`src/rtl/wishbone_master.sv`:
```
// rtl/wishbone_master.sv - Wishbone classic single-transfer bus master for the CPU data path
//
// Accepts one load/store request at a time in IDLE and runs a single
// Wishbone read or write cycle, terminated by ACK_I or ERR_I. Completion is
// reported with a one-cycle O_valid pulse, with O_err alongside it on error.
// Every output is registered, so there is no combinational path from
// ACK_I/ERR_I/DAT_I to any output.
//
// Optional feature: define WB_MASTER_TIMEOUT_EN to abort a bus cycle as an
// error after TIMEOUT_CYCLES BUS cycles without ACK_I/ERR_I.
//
// Ports:
//   I_clk, I_reset   clock, synchronous active-high reset
//   I_req            request strobe (sampled only in IDLE)
//   I_memrw          1 = write, 0 = read
//   I_address        byte address
//   I_data, I_sel    write data, byte enables
//   O_data           read data, held until the next completed read
//   O_valid, O_err   one-cycle completion / error pulses
//   O_busy           high from acceptance until the cycle before O_valid
//   CYC_O, STB_O     Wishbone cycle / strobe
//   WE_O, ADR_O      Wishbone write enable / address
//   DAT_O, SEL_O     Wishbone write data / byte select
//   DAT_I            Wishbone read data
//   ACK_I, ERR_I     Wishbone slave terminations

module wishbone_master #(
  parameter int ADDRESS_WIDTH  = 32,
  parameter int DATA_WIDTH     = 32,
  parameter int TIMEOUT_CYCLES = 255
) (
  input  logic                      I_clk,
  input  logic                      I_reset,
  input  logic                      I_req,
  input  logic                      I_memrw,
  input  logic [ADDRESS_WIDTH-1:0]  I_address,
  input  logic [DATA_WIDTH-1:0]     I_data,
  input  logic [DATA_WIDTH/8-1:0]   I_sel,
  output logic [DATA_WIDTH-1:0]     O_data,
  output logic                      O_valid,
  output logic                      O_err,
  output logic                      O_busy,
  output logic                      CYC_O,
  output logic                      STB_O,
  output logic                      WE_O,
  output logic [ADDRESS_WIDTH-1:0]  ADR_O,
  output logic [DATA_WIDTH-1:0]     DAT_O,
  output logic [DATA_WIDTH/8-1:0]   SEL_O,
  input  logic [DATA_WIDTH-1:0]     DAT_I,
  input  logic                      ACK_I,
  input  logic                      ERR_I
);

  localparam logic [1:0] S_IDLE = 2'd0;
  localparam logic [1:0] S_BUS  = 2'd1;
  localparam logic [1:0] S_RESP = 2'd2;

  logic [1:0] state;
  logic       tmo_hit;

`ifdef WB_MASTER_TIMEOUT_EN
  localparam int TMO_W = $clog2(TIMEOUT_CYCLES + 1);
  localparam logic [TMO_W-1:0] TMO_LAST = TMO_W'(TIMEOUT_CYCLES - 1);

  logic [TMO_W-1:0] tmo_cnt;

  // The counter holds the number of completed unterminated BUS cycles, so
  // the edge ending BUS cycle number TIMEOUT_CYCLES is the one that aborts.
  assign tmo_hit = (tmo_cnt == TMO_LAST);
`else
  // No watchdog in this build: BUS waits for the slave indefinitely. The
  // parameter is still referenced so both builds share one interface.
  assign tmo_hit = (TIMEOUT_CYCLES < 0);
`endif

  always_ff @(posedge I_clk) begin
    if (I_reset) begin
      state   <= S_IDLE;
      CYC_O   <= 1'b0;
      STB_O   <= 1'b0;
      WE_O    <= 1'b0;
      ADR_O   <= '0;
      DAT_O   <= '0;
      SEL_O   <= '0;
      O_data  <= '0;
      O_valid <= 1'b0;
      O_err   <= 1'b0;
      O_busy  <= 1'b0;
`ifdef WB_MASTER_TIMEOUT_EN
      tmo_cnt <= '0;
`endif
    end else begin
      case (state)
        S_IDLE: begin
          O_valid <= 1'b0;
          O_err   <= 1'b0;
          if (I_req) begin
            WE_O   <= I_memrw;
            ADR_O  <= I_address;
            DAT_O  <= I_data;
            SEL_O  <= I_sel;
            CYC_O  <= 1'b1;
            STB_O  <= 1'b1;
            O_busy <= 1'b1;
            state  <= S_BUS;
`ifdef WB_MASTER_TIMEOUT_EN
            tmo_cnt <= '0;
`endif
          end
        end

        S_BUS: begin
          // ERR_I outranks ACK_I; a real termination outranks the watchdog.
          if (ERR_I || ACK_I || tmo_hit) begin
            CYC_O   <= 1'b0;
            STB_O   <= 1'b0;
            O_busy  <= 1'b0;
            O_valid <= 1'b1;
            O_err   <= ERR_I || !ACK_I;
            if (ACK_I && !ERR_I && !WE_O) begin
              O_data <= DAT_I;
            end
            state <= S_RESP;
          end
`ifdef WB_MASTER_TIMEOUT_EN
          else begin
            tmo_cnt <= tmo_cnt + 1'b1;
          end
`endif
        end

        S_RESP: begin
          O_valid <= 1'b0;
          O_err   <= 1'b0;
          state   <= S_IDLE;
        end

        default: begin
          state <= S_IDLE;
        end
      endcase
    end
  end

endmodule

```
`config.mk`:
```
export PLATFORM = sky130hd
export DESIGN_NAME = wishbone_master
export DESIGN_NICKNAME = d
export VERILOG_FILES = /design/src/rtl/wishbone_master.sv
export SDC_FILE = /design/constraint.sdc
export NUM_CORES = 1
export LEC_CHECK = 0
export ABC_AREA = 0
export CORE_MARGIN = 5
export CORE_UTILIZATION = 33
export CTS_CLUSTER_SIZE = 24
export DETAILED_ROUTE_END_ITERATION = 12
export PLACE_DENSITY_LB_ADDON = 0.08
export SLEW_MARGIN = 15
export SYNTH_ARGS = -nofsm -noshare
export SYNTH_HDL_FRONTEND = slang
export SYNTH_SLANG_ARGS = --single-unit
```
`constraint.sdc`:
```
create_clock -name I_clk -period 3.1 [get_ports I_clk]
set_input_delay 0.62 -clock I_clk [delete_from_list [all_inputs] [get_ports I_clk]]
set_output_delay 0.62 -clock I_clk [all_outputs]
set_load 0.005 [all_outputs]
```
==> results by group, run 1 <==
Critical path
  – R2R Setup Slk: 1.39 ns
  – Reg2Reg Depth: 4
  – Critical Path RT: 3.29 ns
  – RR Endpoint: O_data[6]
  – CP Capture Type: register
  – Worst flop-to-flop path startpoint: state[0]
  – Crit path DAT: 2.17 ns
  – Crit-path max FO: 70
  – CP Launch Type: primary input
  – Setup CP Type: in -> reg

Timing
  – F_max: 503.5 MHz
  – Endpoints failing hold: 0
  – Sum of negative setup slack: 0 ns
  – Rel. slew slack: 50.08%
  – Final Skew: 0.005883 ns
  – RSZ-0062 raised after global routing: false
  – Fin crit period: 1.986 ns
  – Final worst path period share: 64.07%
  – Slew at the pin with the worst max-slew slack: 0.7489 ns
  – Max Slew Vio Count: 0
  – Final Setup Violations: 0

Hold path
  – Hold Crit Depth: 2
  – Endpoint, Worst Hold: ADR_O[2]
  – Worst hold path class: reg -> reg
  – Min-delay src: ADR_O[2]

Detailed routing
  – Via count: 3,637
  – Final wirelength: 11,790 um
  – Post-route DRC: 0
  – Routed vias/inst: 4.529
  – First DRT Iteration DRCs: 132
  – Avg WL per Cell: 14.68 um
  – Routed Antenna Nets: 0
  – First-pass DRT Iterations: 4

Synthesis
  – Sequential share of the synthesized area: 53.03%
  – Mapped Cells: 461
  – Synthesis Warnings: 0
  – Distinct cells, synth: 19
  – Synthesized area per cell: 8.680 um^2
  – Area of the mapped netlist: 4001 um^2
  – Syn nets: 567
  – #FFs+latches synth: 106

Clock network
  – Number of buffers created by CTS: 9
  – CTS resizes: 0
  – Post-CTS Setup Inserts: 0
  – CTS tree: done
  – Hold buffers post-CTS: 0
  – CTS max path bufs: 2
  – Clock Sinks: 106
  – Clk Latency, worst-skew pair: 0.34 ns
  – CTS root buf: clkbuf_16
  – Clk slew on worst S/H paths: 0.07 ns
  – H-tree Lvls: 3

Place
  – Hpwl dp: 8396 um
  – I/O Buffers: 211
  – Routability cong.: 0.7491
  – Post-DP Area: 6180 um^2

Die
  – IO Pins: 212
  – Die area: 14,430 um^2
  – Chip height: 120.1 um
  – Row count: 40
  – Chip Width: 120.1 um
  – Starting Density: 33.45%
  – Core area: 11,960 um^2

Finish
  – Layout cells sized above 1: 3.354%
  – Fillers: 1,105
  – Fin nets: 759
  – Footprint of the multi-input gates: 1714 um^2
  – N_diodes: 0
  – Syn-to-layout area delta: 60.98%
  – Final instance area: 6441 um^2
  – FF/Latch Area: 2122 um^2

Power and ir drop
  – Power Dens Cells: 464.8 nW/um^2
  – Combinational power share: 16.2%
  – VDD IR max: 0.3123 mV
  – Reg power frac: 49.1%
  – P_leak: 2.300 nW
  – Cell-internal power: 2.291 mW
  – Switching power total: 702.4 uW
  – Switching portion of total power: 23.46%
  – Clock share of power: 34.7%
  – Total Power: 2.994 mW

GRT
  – Total track usage: 15.98%
  – Remaining Overflow, GRT: 0
  – Pin count of the biggest net entering global routing: 94
  – Vias in the first global route: 3,704
  – First-pass GRT wire length: 18,560 um
  – Initial antenna violation count: 0

Run status
  – Status: finished, final reports clean

Job
  – Max-cap viol count: 0
## routing by layer
metal	vias up	wire (um)	GRT usage (%)
li1	1853	-	-
met1	1633	4555	16.53
met2	138	5692	28.06
met3	13	1348	8.247
met4	0	189	4.868
met5	-	0	0
## worst max-delay path by stage
stage	slack, ns	cells past startpoint	to	from
floorplan	1.46	5	ADR_O[0]	I_req
global placement	0.77	5	DAT_O[16]	I_req
detailed placement	0.78	5	ADR_O[5]	I_req
CTS	1.14	5	ADR_O[22]	I_req
global route	1.04	5	ADR_O[15]	I_req
finish	1.11	5	ADR_O[16]	I_req
## cell type report
class	instances	share of cell area, %
repair buffers	216	33.53
clock inverters	2	0.2331
flip-flops and latches	106	32.94
multi-input cells	320	26.61
well taps	147	2.855
clock buffers	12	3.827
## logic make-up (layout without fill, tap and decap cells)
kind of cell / after synthesis / count (layout) / share of synthesized area (%)
AOI/OAI and AO/OA: 73 / 73 / 9.131
buffers and inverters: 35 / 230 / 4.284
DFF: 106 / 106 / 53.03
muxes: 33 / 33 / 8.255
and+or+nand+nor: 214 / 214 / 25.30
## power by group through the flow
stage	Sequential, mW	Combinational [mW]	Clock [mW]
floorplan	1.50	0.174	0
global placement	1.50	0.486	0
detailed placement	1.50	0.493	0
CTS	1.47	0.495	1.08
global route	1.48	0.531	1.12
finish	1.47	0.486	1.04
## metrics by stage
stage	worst slack [ns]	hold WS [ns]	util, %	std cells
3_3_place_gp	0.7730	0.4410	51.66	789
6_report	1.114	0.4526	53.85	803
4_1_cts	1.139	0.4551	53.85	803
3_5_place_dp	0.7763	0.4453	51.66	789
5_1_grt	1.040	0.4674	53.85	803
2_1_floorplan	1.461	0.4527	-	461
## worst max-delay path, cell delays in order
cell	delay, ns
clkdlybuf4s50_1	0.49
or3b_2	0.44
buf_4	0.35
nand2_1	0.16
a21oi_1	0.08
## cells in the mapped netlist
cell type / count / area share [%]
buf_4: 2 / 0.38
buf_2: 8 / 1.0
nor3_1: 1 / 0.12
a21oi_1: 72 / 9.0
mux2i_1: 33 / 8.3
or3b_2: 1 / 0.22
nand2_1: 139 / 13
nor3b_2: 1 / 0.31
clkbuf_1: 21 / 2.0
or2_2: 1 / 0.16
o21ai_0: 1 / 0.12
nor2b_1: 1 / 0.16
nor3b_1: 1 / 0.19
nor4b_4: 1 / 0.59
dfxtp_1: 106 / 53
nand2b_1: 66 / 10
buf_6: 3 / 0.84
buf_1: 1 / 0.094
nor2_1: 2 / 0.19
## cells in the final DEF (no fill, tap or decap)
master,Yosys,final
a21oi_1,72,72
dfxtp_1,106,106
nor3b_4,0,1
nor3b_1,1,1
clkbuf_1,21,2
nand2_1,139,139
buf_4,2,5
nor2_1,2,2
clkdlybuf4s50_1,0,210
nor4b_4,1,1
nor2b_1,1,1
nand2b_1,66,66
mux2i_1,33,33
o21ai_0,1,1
clkinvlp_4,0,2
clkbuf_16,0,9
clkbuf_8,0,1
or3b_2,1,1
nor3_1,1,1
buf_12,0,1
or2_2,1,1
## sequential cells by signal (all words and copies together) (netlist names)
register	cells
ADR_O	32
DAT_O	32
WE_O	1
O_valid	1
O_err	1
O_data	32
STB_O	1
state	2
SEL_O	4
(Power assumes the default switching activity.)
==> inputs of run 2 (changes only) <==
==> constraint.sdc (replaced) <==
create_clock -name I_clk -period 1.7 [get_ports I_clk]
set_input_delay 0.34 -clock I_clk [delete_from_list [all_inputs] [get_ports I_clk]]
set_output_delay 0.34 -clock I_clk [all_outputs]
set_load 0.005 [all_outputs]
==> results by group, run 2 (synthesized netlist as in run 1, its figures left out) <==
Die
  – IO Pins: 212 (unchanged)
  – Chip Width: 120.1 um (unchanged)
  – Chip height: 120.1 um (unchanged)
  – Die area: 14,430 um^2 (unchanged)
  – Row count: 40 (unchanged)
  – Core area: 11,960 um^2 (unchanged)
  – Starting Density: 33.45% (unchanged)

Hold path
  – Worst hold path class: in -> reg (was reg -> reg)
  – Min-delay src: I_reset (was ADR_O[2])
  – Hold Crit Depth: 3 (was 2)
  – Endpoint, Worst Hold: O_data[3] (was ADR_O[2])

Detailed routing
  – First-pass DRT Iterations: 4 (unchanged)
  – Routed Antenna Nets: 0 (unchanged)
  – Via count: 3,642 (was 3,637)
  – Routed vias/inst: 4.480 (was 4.529)
  – First DRT Iteration DRCs: 151 (was 132)
  – Avg WL per Cell: 14.34 um (was 14.68 um)
  – Final wirelength: 11,660 um (was 11,790 um)
  – Post-route DRC: 0 (unchanged)

Finish
  – Most frequent cells in the layout: clkdlybuf4s50_1 (210), nand2_1 (139), dfxtp_1 (106), a21oi_1 (72), nand2b_1 (66) (unchanged)
  – N_diodes: 0 (unchanged)
  – Top flop regs: ADR_O (32), DAT_O (32), O_data (32) (unchanged)
  – Fin nets: 767 (was 759)
  – Final cell count without fillers: 813 (was 803)
  – Fillers: 1,109 (was 1,105)
  – Syn-to-layout area delta: 63.88% (was 60.98%)
  – Final instance area: 6558 um^2 (was 6441 um^2)
  – Layout cells sized above 1: 4.505% (was 3.354%)
  – Most common cell after layout, fill and taps aside: clkdlybuf4s50_1 (unchanged)

Clock network
  – Clock Sinks: 106 (unchanged)
  – CTS root buf: clkbuf_16 (unchanged)
  – Hold buffers post-CTS: 0 (unchanged)
  – Post-CTS Setup Inserts: 0 (unchanged)
  – H-tree Lvls: 3 (unchanged)
  – CTS resizes: 0 (unchanged)
  – CTS tree: done (unchanged)
  – Clk slew on worst S/H paths: 0.07 ns (about the same)
  – Number of buffers created by CTS: 9 (unchanged)
  – CTS max path bufs: 2 (unchanged)
  – Clk Latency, worst-skew pair: 0.34 ns (about the same)

Place
  – Placed Cells: 797 (was 789)
  – Hpwl dp: 8508 um (was 8396 um)
  – Post-DP Area: 6277 um^2 (was 6180 um^2)
  – I/O Buffers: 211 (unchanged)
  – Routability cong.: 0.7688 (was 0.7491)

Critical path
  – Crit-path slowest cell: clkdlybuf4s50_1 (unchanged)
  – Cell chain of the critical path: clkdlybuf4s50_1 (was clkdlybuf4s50_1 -> or3b_2 -> buf_4 -> nand2_1 -> a21oi_1)
  – R2R Setup Slk: 0.15 ns (was 1.39 ns)
  – Top delay family on crit path: buffers and inverters (unchanged)
  – Reg2Reg Depth: 4 (unchanged)
  – Critical Path RT: 1.36 ns (was 3.29 ns)
  – CP Launch Type: register (was primary input)
  – Critical path's largest stage delay: 0.55 ns (was 0.49 ns)
  – CP Capture Type: primary output (was register)
  – CP startpoint: WE_O (was I_req)
  – Crit path DAT: 1.29 ns (was 2.17 ns)
  – Bufs and invs on worst path: 1 (was 2)
  – Crit-path max FO: 3 (was 70)
  – Setup CP Type: reg -> out (was in -> reg)
  – Worst flop-to-flop path startpoint: state[0] (unchanged)
  – RR Endpoint: O_data[12] (was O_data[6])

GRT
  – Total track usage: 15.69% (was 15.98%)
  – Vias in the first global route: 3,613 (was 3,704)
  – Remaining Overflow, GRT: 0 (unchanged)
  – First-pass GRT wire length: 18,160 um (was 18,560 um)
  – Initial antenna violation count: 0 (unchanged)
  – Pin count of the biggest net entering global routing: 55 (was 94)

Timing
  – Fin crit period: 1.627 ns
  – F_max: 614.7 MHz
  – Endpoints failing hold: 0 (unchanged)
  – Slew at the pin with the worst max-slew slack: 0.3093 ns (was 0.7489 ns)
  – Hold slack: 0.4441 ns (was 0.4526 ns)
  – Sum of negative setup slack: 0 ns (unchanged)
  – Rel. slew slack: 79.38% (was 50.08%)
  – Final Setup Violations: 0 (unchanged)
  – Max Slew Vio Count: 0 (unchanged)
  – RSZ-0062 raised after global routing: false (unchanged)
  – Final Skew: 0.005070 ns (was 0.005883 ns)
  – Final worst path period share: 95.70%

Job
  – Max-cap viol count: 0 (unchanged)

Power and ir drop
  – Power Dens Cells: 853.0 nW/um^2 (was 464.8 nW/um^2)
  – P_leak: 2.368 nW (was 2.300 nW)
  – VDD IR max: 0.5158 mV (was 0.3123 mV)
  – Total Power: 5.594 mW (was 2.994 mW)

Run status
  – Status: finished, final reports clean (unchanged)
==> run 2: changes by cell type in the layout (fill, tap and decap cells not counted), sizes merged <==
| cell | delta |
|---|---|
| clkinv | +2 |
| bufinv | +1 |
| clkinvlp | -2 |
| buf | +8 |
| clkbuf | +1 |
==> run 2: where the power goes <==
| group | leakage [nW] | internal [mW] | switching, mW |
|---|---|---|---|
| logic | 1.36 | 0.573 | 0.339 |
| registers | 0.866 | 2.61 | 0.0692 |
| clock network | 0.138 | 1.14 | 0.862 |
==> run 2: cell type report <==
type / instances / area (um^2) / share of cell area [%]
Tap cell: 147 / 183.9 / 2.805
Multi-Input combinational cell: 320 / 1714 / 26.14
Sequential cell: 106 / 2122 / 32.36
Clock inverter: 3 / 40.04 / 0.6106
Clock buffer: 13 / 240.2 / 3.663
Timing Repair Buffer: 224 / 2257 / 34.42
==> run 2: how the worst max path moves through the flow <==
stage / cells past startpoint / to / slack [ns]
2_1_floorplan: 5 / ADR_O[0] / 0.32
3_3_place_gp: 5 / DAT_O[8] / -0.14
3_5_place_dp: 5 / ADR_O[25] / -0.16
4_1_cts: 1 / WE_O / 0.04
5_1_grt: 1 / WE_O / 0.002
6_report: 1 / WE_O / 0.07
==> run 2: metrics by stage <==
step,worst slack [ns],util [%]
finish,0.07307,54.82
global route,0.001908,54.82
global placement,-0.1351,52.48
detailed placement,-0.1617,52.48
CTS,0.03825,54.82
floorplan,0.3217,-
==> run 2: per-layer routing <==
layer	global-route usage (%)	vias up	wire length (um)
met5	0	-	0
met4	6.013	0	213
met3	7.210	17	1221
met2	25.43	130	5419
met1	18.05	1622	4804
li1	-	1873	-
==> inputs of run 3 (changes only) <==
--- a/config.mk
+++ b/config.mk
@@ -5,11 +5,12 @@
 export SDC_FILE = /design/constraint.sdc
 export NUM_CORES = 1
 export LEC_CHECK = 0
-export ABC_AREA = 0
+export ABC_AREA = 1
 export CORE_MARGIN = 5
 export CORE_UTILIZATION = 33
 export CTS_CLUSTER_SIZE = 24
 export DETAILED_ROUTE_END_ITERATION = 12
+export HOLD_SLACK_MARGIN = 0.02
 export PLACE_DENSITY_LB_ADDON = 0.08
 export SLEW_MARGIN = 15
 export SYNTH_ARGS = -nofsm -noshare
==> results by group, run 3 <==
Power and ir drop
  – VDD IR max: 0.8737 mV (was 0.5158 mV)
  – Clock share of power: 37.9% (was 35.8%)
  – Switching portion of total power: 23.16% (was 22.71%)
  – Reg power frac: 44.0% (was 47.9%)
  – P_leak: 2.705 nW (was 2.368 nW)
  – Switching power total: 1.449 mW (was 1.270 mW)
  – Combinational power share: 18.0% (was 16.3%)
  – Cell-internal power: 4.807 mW (was 4.323 mW)
  – Power Dens Cells: 950.7 nW/um^2 (was 853.0 nW/um^2)

Critical path
  – Bufs and invs on worst path: 1 (unchanged)
  – Reg2Reg Depth: 6 (was 4)
  – R2R Setup Slk: 0.38 ns (was 0.15 ns)
  – CP Capture Type: primary output (unchanged)
  – RR Endpoint: O_data[28] (was O_data[12])
  – CP Depth: 1 (unchanged)
  – Setup CP Type: reg -> out (unchanged)
  – Crit-path slowest cell: clkdlybuf4s50_1 (unchanged)
  – Critical path's largest stage delay: 0.53 ns (was 0.55 ns)
  – Cell chain of the critical path: clkdlybuf4s50_1 (unchanged)
  – CP Launch Type: register (unchanged)
  – Worst flop-to-flop path startpoint: state[0] (unchanged)
  – CP startpoint: STB_O (was WE_O)
  – CP endpoint: CYC_O (was WE_O)
  – Critical Path RT: 1.36 ns (about the same)
  – Top delay family on crit path: buffers and inverters (unchanged)
  – Crit path DAT: 1.28 ns (was 1.29 ns)
  – Crit-path max FO: 4 (was 3)

Timing
  – Final Skew: 0.005064 ns (was 0.005070 ns)
  – Max Slew Vio Count: 0 (unchanged)
  – Rel. slew slack: 74.56% (was 79.38%)
  – Final worst path period share: 95.09% (was 95.70%)
  – Slew at the pin with the worst max-slew slack: 0.3816 ns (was 0.3093 ns)
  – Endpoints failing hold: 0 (unchanged)
  – Final Setup Violations: 0 (unchanged)
  – Hold slack: 0.4678 ns (was 0.4441 ns)
  – Sum of negative setup slack: 0 ns (unchanged)
  – F_max: 618.6 MHz (was 614.7 MHz)
  – Fin crit period: 1.616 ns (was 1.627 ns)
  – RSZ-0062 raised after global routing: false (unchanged)

Synthesis
  – #FFs+latches synth: 106 (unchanged)
  – Distinct cells, synth: 17 (was 19)
  – Synthesis Warnings: 0 (unchanged)
  – Synthesized area per cell: 7.428 um^2 (was 8.680 um^2)
  – Most numerous cell in the Yosys netlist: nor2_1 (was nand2_1)
  – Top FF cell, synth: dfxtp_1 (unchanged)
  – Sequential share of the synthesized area: 53.30% (was 53.03%)
  – Mapped Cells: 536 (was 461)
  – Area contributors post-synth: dfxtp_1 (53%), nor2_1 (19%), o21ai_0 (8.7%) (was dfxtp_1 (53%), nand2_1 (13%), nand2b_1 (10%))
  – Share of the synthesized area in the top cell type: 53.30% (was 53.03%)
  – Synth async-reset ratio: 0% (unchanged)
  – Synth cell count leaders: nor2_1 (204), dfxtp_1 (106), o21ai_0 (69) (was nand2_1 (139), dfxtp_1 (106), a21oi_1 (72))
  – EDFF count, synth: 0 (unchanged)
  – Area of the mapped netlist: 3981 um^2 (was 4001 um^2)
  – Area leader, netlist: dfxtp_1 (unchanged)
  – Syn nets: 642 (was 567)

Clock network
  – Clk slew on worst S/H paths: 0.07 ns (about the same)
  – CTS tree: done (unchanged)
  – Number of buffers created by CTS: 9 (unchanged)
  – H-tree Lvls: 3 (unchanged)
  – Clk Latency, worst-skew pair: 0.34 ns (about the same)
  – CTS root buf: clkbuf_16 (unchanged)
  – Hold buffers post-CTS: 0 (unchanged)
  – CTS max path bufs: 2 (unchanged)
  – Clock Sinks: 106 (unchanged)

Finish
  – Final instance area: 6580 um^2 (was 6558 um^2)
  – Final cell count without fillers: 884 (was 813)
  – Most frequent cells in the layout: clkdlybuf4s50_1 (211), nor2_1 (203), dfxtp_1 (105), o21ai_0 (69), nand2_1 (39) (was clkdlybuf4s50_1 (210), nand2_1 (139), dfxtp_1 (106), a21oi_1 (72), nand2b_1 (66))
  – Layout cells sized above 1: 4.885% (was 4.505%)
  – Fin nets: 839 (was 767)
  – Top flop regs: ADR_O (32), DAT_O (32), O_data (32) (unchanged)
  – Most common cell after layout, fill and taps aside: clkdlybuf4s50_1 (unchanged)
  – N_diodes: 0 (unchanged)
  – Syn-to-layout area delta: 65.27% (was 63.88%)

Die
  – IO Pins: 212 (unchanged)
  – Core area: 11,910 um^2 (was 11,960 um^2)
  – Chip height: 119.8 um (was 120.1 um)
  – Chip Width: 119.8 um (was 120.1 um)
  – Starting Density: 33.42% (was 33.45%)
  – Row count: 40 (unchanged)
  – Die area: 14,360 um^2 (was 14,430 um^2)

GRT
  – Pin count of the biggest net entering global routing: 75 (was 55)
  – Remaining Overflow, GRT: 0 (unchanged)
  – Total track usage: 16.73% (was 15.69%)
  – Vias in the first global route: 3,737 (was 3,613)
  – Initial antenna violation count: 0 (unchanged)
  – First-pass GRT wire length: 19,250 um (was 18,160 um)

Detailed routing
  – Via count: 3,890 (was 3,642)
  – Final wirelength: 12,180 um (was 11,660 um)
  – Routed vias/inst: 4.400 (was 4.480)
  – First DRT Iteration DRCs: 209 (was 151)
  – Post-route DRC: 0 (unchanged)
  – First-pass DRT Iterations: 4 (unchanged)
  – Routed Antenna Nets: 0 (unchanged)
  – Avg WL per Cell: 13.78 um (was 14.34 um)

Place
  – Post-DP Area: 6237 um^2 (was 6277 um^2)
  – Placed Cells: 869 (was 797)
  – Hpwl dp: 8835 um (was 8508 um)
  – Routability cong.: 0.7659 (was 0.7688)
  – I/O Buffers: 211 (unchanged)

Job
  – Max-cap viol count: 0 (unchanged)

Hold path
  – Hold Crit Depth: 2 (was 3)
  – Worst hold path class: reg -> reg (was in -> reg)
  – Min-delay src: O_valid (was I_reset)

Run status
  – Status: finished, final reports clean (unchanged)
[run 3: changes by cell type in the layout (fill, tap and decap cells not counted), sizes merged, moves of 40 or more]
cell    previous run  this run
nand2b            66         0
nor2               2       206
a21oi             72         4
nand2            139        40
inv                0        40
o21ai              1        69
[run 3: layout make-up]
class / count / area (um^2)
Fill cell: 1139 / 5331
Clock buffer: 10 / 239.0
Clock inverter: 5 / 102.6
Multi-Input combinational cell: 354 / 1499
Inverter: 40 / 150.1
Sequential cell: 106 / 2123
Tap cell: 147 / 183.9
Timing Repair Buffer: 222 / 2282
[run 3: per-stage QoR]
step	setup slack, ns	util (%)	total power, mW
final	0.08353	55.24	6.256
after floorplan	0.6359	-	3.229
after global routing	0.03960	55.24	6.555
after detailed placement	0.04980	52.36	3.952
after CTS	0.06178	55.24	6.346
after global placement	0.1148	52.36	3.936
[run 3: kinds of logic after synthesis]
family          share of synthesized area [%]
simple gates                            28.41
compound gates                          9.177
buf+inv                                 9.113
flops                                   53.30
[run 3: worst min-delay path by stage]
stage | endpoint | slack (ns)
2_1_floorplan | O_err | 0.41
3_3_place_gp | O_valid | 0.45
4_1_cts | O_valid | 0.47
5_1_grt | O_valid | 0.49
6_report | O_valid | 0.47
3_5_place_dp | O_valid | 0.46
[run 3: what timing repair did]
| item | 4_1_cts | 5_1_grt |
|---|---|---|
| resized for setup | 1 | 0 |
| endpoints found under the setup margin | 1 | 0 |
| setup buffers | 0 | 0 |
[run 3: power by group through the flow]
stage	registers (mW)	logic, mW	clock network [mW]
final	2.76	1.13	2.37
after global routing	2.78	1.24	2.53
after CTS	2.76	1.15	2.44
after detailed placement	2.81	1.14	0
after global placement	2.80	1.13	0
after floorplan	2.82	0.408	0
[run 3: per-layer routing]
metal / part of all wire [%] / GRT usage (%) / vias to the layer above
met5: 0 / 0 / -
met4: 1.3 / 6.013 / 0
met3: 12 / 8.671 / 9
met2: 45 / 26.87 / 139
met1: 42 / 19.05 / 1698
li1: - / - / 2044
